File: config.mk
export PLATFORM = sky130hd
export DESIGN_NAME = fir_mac_seq
export DESIGN_NICKNAME = d
export VERILOG_FILES = /design/src/rtl/fir_pkg.sv /design/src/rtl/fir_mac.sv /design/src/rtl/fir_mac_seq.sv
export SDC_FILE = /design/constraint.sdc
export NUM_CORES = 2
export LEC_CHECK = 0
export CORE_MARGIN = 1.5
export CORE_UTILIZATION = 64
export CTS_CLUSTER_SIZE = 25
export DETAILED_ROUTE_END_ITERATION = 16
export PLACE_DENSITY_LB_ADDON = 0.05
export SYNTH_ARGS = -nofsm -noshare
export SYNTH_HDL_FRONTEND = slang
export SYNTH_SLANG_ARGS = --single-unit
File: constraint.sdc
create_clock -name ck -period 22.8 [get_ports ck]
set_clock_uncertainty 0.2 [all_clocks]
set_input_delay 4.56 -clock ck [delete_from_list [all_inputs] [get_ports ck]]
set_output_delay 4.56 -clock ck [all_outputs]
set_load 0.03 [all_outputs]
File: src/rtl/fir_pkg.sv
// fir_pkg: shared types and helpers for the sequential FIR (fir_mac_seq).
//   fir_state_t  : controller states (IDLE, MAC, SAVE)
//   acc_width()  : accumulator width that cannot overflow over NTAPS products
//   round_sat()  : round-half-up, arithmetic shift by frac, clamp to dw bits
//   DEF_*        : default parameter values
package fir_pkg;

  localparam int DEF_NTAPS = 16;
  localparam int DEF_DW    = 16;
  localparam int DEF_CW    = 16;
  localparam int DEF_FRAC  = 15;

  // Width of the generic round/saturate datapath; accumulators up to 63 bits
  // are sign-extended into it without loss.
  localparam int RS_W = 64;

  typedef enum logic [1:0] {
    IDLE,
    MAC,
    SAVE
  } fir_state_t;

  function automatic int acc_width(input int dw, input int cw, input int ntaps);
    return dw + cw + $clog2(ntaps);
  endfunction

  // Adds half an LSB of the result before the arithmetic shift so ties round
  // towards +infinity, then clamps to the signed dw-bit range.
  function automatic logic signed [RS_W-1:0] round_sat(
    input logic signed [RS_W-1:0] acc,
    input int                     frac,
    input int                     dw
  );
    logic signed [RS_W-1:0] half;
    logic signed [RS_W-1:0] hi;
    logic signed [RS_W-1:0] lo;
    logic signed [RS_W-1:0] r;
    half = 64'sd1 <<< (frac - 1);
    hi   = (64'sd1 <<< (dw - 1)) - 64'sd1;
    lo   = -(64'sd1 <<< (dw - 1));
    r    = (acc + half) >>> frac;
    if (r > hi) begin
      r = hi;
    end else if (r < lo) begin
      r = lo;
    end
    return r;
  endfunction

endpackage

File: src/rtl/fir_mac.sv
// fir_mac: signed DW x CW multiply-accumulate with a round/saturate output stage.
//   ck, rst  : clock, asynchronous active-high reset
//   clr      : zero the accumulator (start of a new dot product)
//   en       : accumulate a*b
//   save     : register round_sat(acc) into res and pulse res_vld
//   a, b     : signed sample and coefficient operands
//   res      : signed DW-bit result, held between saves
//   res_vld  : one-cycle pulse, res is new in that cycle
module fir_mac
  import fir_pkg::*;
#(
  parameter int DW   = DEF_DW,
  parameter int CW   = DEF_CW,
  parameter int FRAC = DEF_FRAC,
  parameter int ACCW = acc_width(DEF_DW, DEF_CW, DEF_NTAPS)
) (
  input  logic                 ck,
  input  logic                 rst,
  input  logic                 clr,
  input  logic                 en,
  input  logic                 save,
  input  logic signed [DW-1:0] a,
  input  logic signed [CW-1:0] b,
  output logic signed [DW-1:0] res,
  output logic                 res_vld
);

  localparam int PW = DW + CW;

  logic signed [PW-1:0]   prod_p0;
  logic signed [ACCW-1:0] acc_p1;
  logic signed [DW-1:0]   res_p2;
  logic                   vld_p2;

  // ---- p0: full-precision product (combinational) ----
  assign prod_p0 = PW'(a) * PW'(b);

  // ---- p1: accumulator ----
  always_ff @(posedge ck or posedge rst) begin
    if (rst) begin
      acc_p1 <= '0;
    end else if (clr) begin
      acc_p1 <= '0;
    end else if (en) begin
      acc_p1 <= acc_p1 + ACCW'(prod_p0);
    end
  end

  // ---- p2: rounded, saturated result register ----
  always_ff @(posedge ck or posedge rst) begin
    if (rst) begin
      res_p2 <= '0;
      vld_p2 <= 1'b0;
    end else begin
      vld_p2 <= save;
      if (save) begin
        res_p2 <= DW'(round_sat(RS_W'(acc_p1), FRAC, DW));
      end
    end
  end

  assign res     = res_p2;
  assign res_vld = vld_p2;

endmodule

File: src/rtl/fir_mac_seq.sv
// fir_mac_seq: runtime-programmable sequential FIR, one multiplier shared over
// NTAPS taps. One sample is accepted per handshake while idle; the result
// appears NTAPS+1 cycles after the accept edge with a one-cycle valid pulse.
//   ck, rst       : clock, asynchronous active-high reset
//   in            : signed DW-bit sample
//   input_ready   : sample valid, taken only when busy=0
//   coef_we       : coefficient write strobe (taken only when busy=0)
//   coef_addr     : coefficient index; indices >= NTAPS are ignored
//   coef_data     : signed CW-bit coefficient
//   out           : signed DW-bit filtered result, held between updates
//   output_ready  : one-cycle pulse, out is new in that cycle
//   busy          : high while a computation is in flight
//   overrun       : sticky, set when a sample or coefficient write is dropped
module fir_mac_seq
  import fir_pkg::*;
#(
  parameter int NTAPS = DEF_NTAPS,
  parameter int DW    = DEF_DW,
  parameter int CW    = DEF_CW,
  parameter int FRAC  = DEF_FRAC
) (
  input  logic                         ck,
  input  logic                         rst,
  input  logic signed [DW-1:0]         in,
  input  logic                         input_ready,
  input  logic                         coef_we,
  input  logic [$clog2(NTAPS)-1:0]     coef_addr,
  input  logic signed [CW-1:0]         coef_data,
  output logic signed [DW-1:0]         out,
  output logic                         output_ready,
  output logic                         busy,
  output logic                         overrun
);

  localparam int             AW   = $clog2(NTAPS);
  localparam int             ACCW = acc_width(DW, CW, NTAPS);
  localparam logic [AW-1:0]  LAST = AW'(NTAPS - 1);

  fir_state_t          state;
  logic [AW-1:0]       addr;
  logic signed [DW-1:0] samples [NTAPS];
  logic signed [CW-1:0] coefs   [NTAPS];
  logic                accept;

  assign accept = (state == IDLE) && input_ready;
  assign busy   = (state != IDLE);

  // ---- p0: controller, history shift register, coefficient RAM ----
  always_ff @(posedge ck or posedge rst) begin
    if (rst) begin
      state   <= IDLE;
      addr    <= '0;
      overrun <= 1'b0;
      for (int i = 0; i < NTAPS; i++) begin
        samples[i] <= '0;
        coefs[i]   <= '0;
      end
    end else begin
      // Anything presented while a computation runs is dropped.
      if ((state != IDLE) && (input_ready || coef_we)) begin
        overrun <= 1'b1;
      end
      case (state)
        IDLE: begin
          // A write in the accept cycle lands before the first MAC edge, so
          // the new coefficient takes part in this computation.
          if (coef_we && (32'(coef_addr) < NTAPS)) begin
            coefs[coef_addr] <= coef_data;
          end
          if (input_ready) begin
            for (int i = NTAPS - 1; i > 0; i--) begin
              samples[i] <= samples[i-1];
            end
            samples[0] <= in;
            addr       <= '0;
            state      <= MAC;
          end
        end
        MAC: begin
          // The address parks on the last tap rather than wrapping.
          if (addr == LAST) begin
            state <= SAVE;
          end else begin
            addr <= addr + AW'(1);
          end
        end
        SAVE: begin
          state <= IDLE;
        end
        default: begin
          state <= IDLE;
        end
      endcase
    end
  end

  // ---- p1/p2: shared MAC and output stage ----
  fir_mac #(
    .DW  (DW),
    .CW  (CW),
    .FRAC(FRAC),
    .ACCW(ACCW)
  ) u_mac (
    .ck     (ck),
    .rst    (rst),
    .clr    (accept),
    .en     (state == MAC),
    .save   (state == SAVE),
    .a      (samples[addr]),
    .b      (coefs[addr]),
    .res    (out),
    .res_vld(output_ready)
  );

endmodule

==> impl_metrics.json <==
{
  "run_status": "completed",
  "cap_viol_max_count": 0,
  "yosys.area.top_type_share_pct": 38.5,
  "crit_arrival_ps": 10120,
  "synth.yosys.seq_area_share_pct": 38.5,
  "final_critical_path_setup_slack_ps": 12990,
  "globalplace.congestion": 0.880,
  "finalSetupTns_ps": 0,
  "syn_area_per_cell_um2": 12.6,
  "worst_path_maximum_fanout": 47,
  "worst_setup_path_end_kind": "flip-flop",
  "clock_sinks": 572,
  "netlist-cell-type-count": 63,
  "final_min_period_over_clock_period_pct": 43.0,
  "grt_util_all_layers_pct": 28.3,
  "grt_most_used_layer": "met2",
  "worst-setup-path-type": "flip-flop to flip-flop",
  "grtUsageMet3_pct": 3.41,
  "final_nets": 3429,
  "area.growth.synth_to_final_pct": 8.57,
  "clock_tree.buffer_depth": 3,
  "synth_cells": 2958,
  "placedCellCount": 3669,
  "tritoncts.num_buffers": 60,
  "final_hold_viol_count": 0,
  "async_flop_share_pct": 100,
  "maxSlewHeadroom_pct": 16.4,
  "drt-wirelength-per-cell_um": 21.2,
  "clock_tree.htree_level_count": 2,
  "fill_cells": 4182,
  "grt_util_met1_pct": 41.3,
  "vias": 22300,
  "place_worst_setup_slack_ps": 12890,
  "dominantRegCellSynth": "dfrtp_1",
  "multiInputGateArea_um2": 20700,
  "top_level_ports": 59,
  "setup.worst_path.start_class": "flip-flop",
  "setup-violations-final": 0,
  "synth-seq-cells": 572,
  "floorplan.initialDensity_pct": 64.6,
  "cts.root.buffer_cell": "clkbuf_16",
  "path_clk_slew_ps": 60,
  "design.core.area_um2": 57500,
  "post_cts.repair.setup_buffers": 0,
  "maxSlewViolCount": 0,
  "cts_hold_buf": 0,
  "worstMarginPinSlew_ps": 1250,
  "grt_setup_unrepaired": "false",
  "most_frequent_cell_on_the_critical_path": "fa_1",
  "grt_pass1_wl_um": 132000,
  "critical_path.slowest_cell": "buf_4",
  "post_synth_main_area_contributors": "dfrtp_1 (39%), fa_1 (17%), mux2_2 (16%)",
  "post-dp-hpwl_um": 56500,
  "die-area_um2": 59500,
  "shortest_clock_period_the_worst_path_allows_after_layout_ps": 9810,
  "layout_commonest_cell": "dfrtp_1",
  "cts_tree": "built",
  "hold_path_class": "flip-flop to flip-flop",
  "post_synth_instance_area_um2": 37100,
  "clock_insertion_delay_worst_skew_ps": 660,
  "drtPass1Iterations": 5,
  "global_route.usage.met2_pct": 45.1,
  "fp.dieH_um": 244,
  "fmax_mhz": 102,
  "regArea_um2": 14300,
  "slowest_delay_ps": 820,
  "detail_routed_via_count_per_cell": 5.92,
  "grt.overflow.total": 0,
  "detailedRoute.firstIterationViolations": 1427,
  "mostFrequentLayoutCells": "dfrtp_1 (568), mux2_2 (537), inv_1 (396)",
  "finalNonFillerCells": 3775,
  "drt_wl_total_um": 80100,
  "synth-warning-count": 0,
  "detail_route.drc_violations": 0,
  "first_global_vias": 24400,
  "synth_enable_flop_cells": 0,
  "port_buffers": 58,
  "drtAntennaViolNets": 0,
  "antenna_found_initial": 2,
  "cp_data_required_time_ps": 23110,
  "placed_area_um2": 38400,
  "synth_nets": 3421,
  "grt_max_degree": 190,
  "placement_rows": 88,
  "layout_cells_sized_above_1_pct": 27.4,
  "post-route-cell-area_um2": 40300,
  "synthDominantAreaCellType": "dfrtp_1",
  "cts.repair.resized": 0,
  "die_x_um": 244
}
## cells in the mapped netlist (15+ instances only)
| cell | count |
|---|---|
| o21ai_0 | 43 |
| nand3_1 | 24 |
| clkbuf_1 | 93 |
| nand2b_1 | 16 |
| xnor2_1 | 33 |
| ha_1 | 109 |
| a21oi_1 | 33 |
| o21ai_1 | 16 |
| mux2_2 | 537 |
| dfrtp_1 | 572 |
| xor2_1 | 15 |
| buf_2 | 34 |
| buf_1 | 22 |
| o22a_1 | 15 |
| mux2i_1 | 26 |
| mux4_2 | 135 |
| fa_1 | 314 |
| inv_1 | 397 |
| nand2_1 | 174 |
| nor2_1 | 196 |
## worst max-delay path, delay by kind of cell (launching register included)
kind                       cells  cell delay (ps)
AOI/OAI and AO/OA              9             2250
adders and majority gates      7             3310
buffers and inverters          8             2030
DFF                            1              710
muxes                          2              840
and+or+nand+nor                2              260
## registers in the layout, summed over array words and instances (netlist names)
| signal | flops |
|---|---|
| addr | 4 |
| overrun | 1 |
| coefs | 256 |
| samples | 256 |
| u_mac.res | 16 |
| u_mac.res_vld | 1 |
| u_mac.acc_p1 | 36 |
| state | 2 |
## through the flow
stage | hold slack [ps] | utilization, %
CTS | 297 | 70.1
floorplan | 256 | -
global placement | 261 | 66.8
global route | 307 | 70.1
detailed placement | 282 | 66.8
finish | 292 | 70.1
## path summary, 6_finish.rpt
kind                       slack, ps  cells past startpoint                      endpoint                 from
max                            12990                     28  u_mac.acc_p1[33]$_DFFE_PP0P_  addr[0]$_DFFE_PP0P_
min                              290                      1           overrun$_DFFE_PP0P_  overrun$_DFFE_PP0P_
max reg2reg                    12990                     28  u_mac.acc_p1[33]$_DFFE_PP0P_  addr[0]$_DFFE_PP0P_
min reg2reg                      290                      1           overrun$_DFFE_PP0P_  overrun$_DFFE_PP0P_
max in group asynchronous      14950                      5        coefs[178]$_DFFE_PP0P_                  rst
min in group asynchronous       4220                      2      samples[113]$_DFFE_PP0P_                  rst
## logic make-up (layout without fill, tap and decap cells)
kind of cell	count (synthesis)	count (layout)	share of synthesized area, %
xor gates and xnor gates	48	48	1.13
AOI/OAI and AO/OA	187	187	3.26
DFF	572	572	38.5
other	0	1	0
muxes	698	698	25.2
buffers and inverters	553	604	5.79
and+or+nand+nor	477	477	5.50
adders and majority gates	423	423	20.6
## layer usage
layer	routed length [µm]	vias up	share of wire, %
li1	-	9950	-
met1	36200	11800	45
met2	38100	513	48
met3	3690	132	4.6
met4	2060	0	2.6
met5	0	-	0
## final cells by class
cell class / count / share of cell area, %
tap: 765 / 2.37
inverter: 398 / 3.72
multi-input combinational: 1833 / 51.3
antenna: 1 / 0.00621
sequential: 572 / 35.5
timing repair buffer: 101 / 2.27
clock inverter: 17 / 0.540
clock buffer: 88 / 4.23
Power is not shown: default switching activity piles up to over one toggle a cycle in this logic, so the estimate is an artifact.
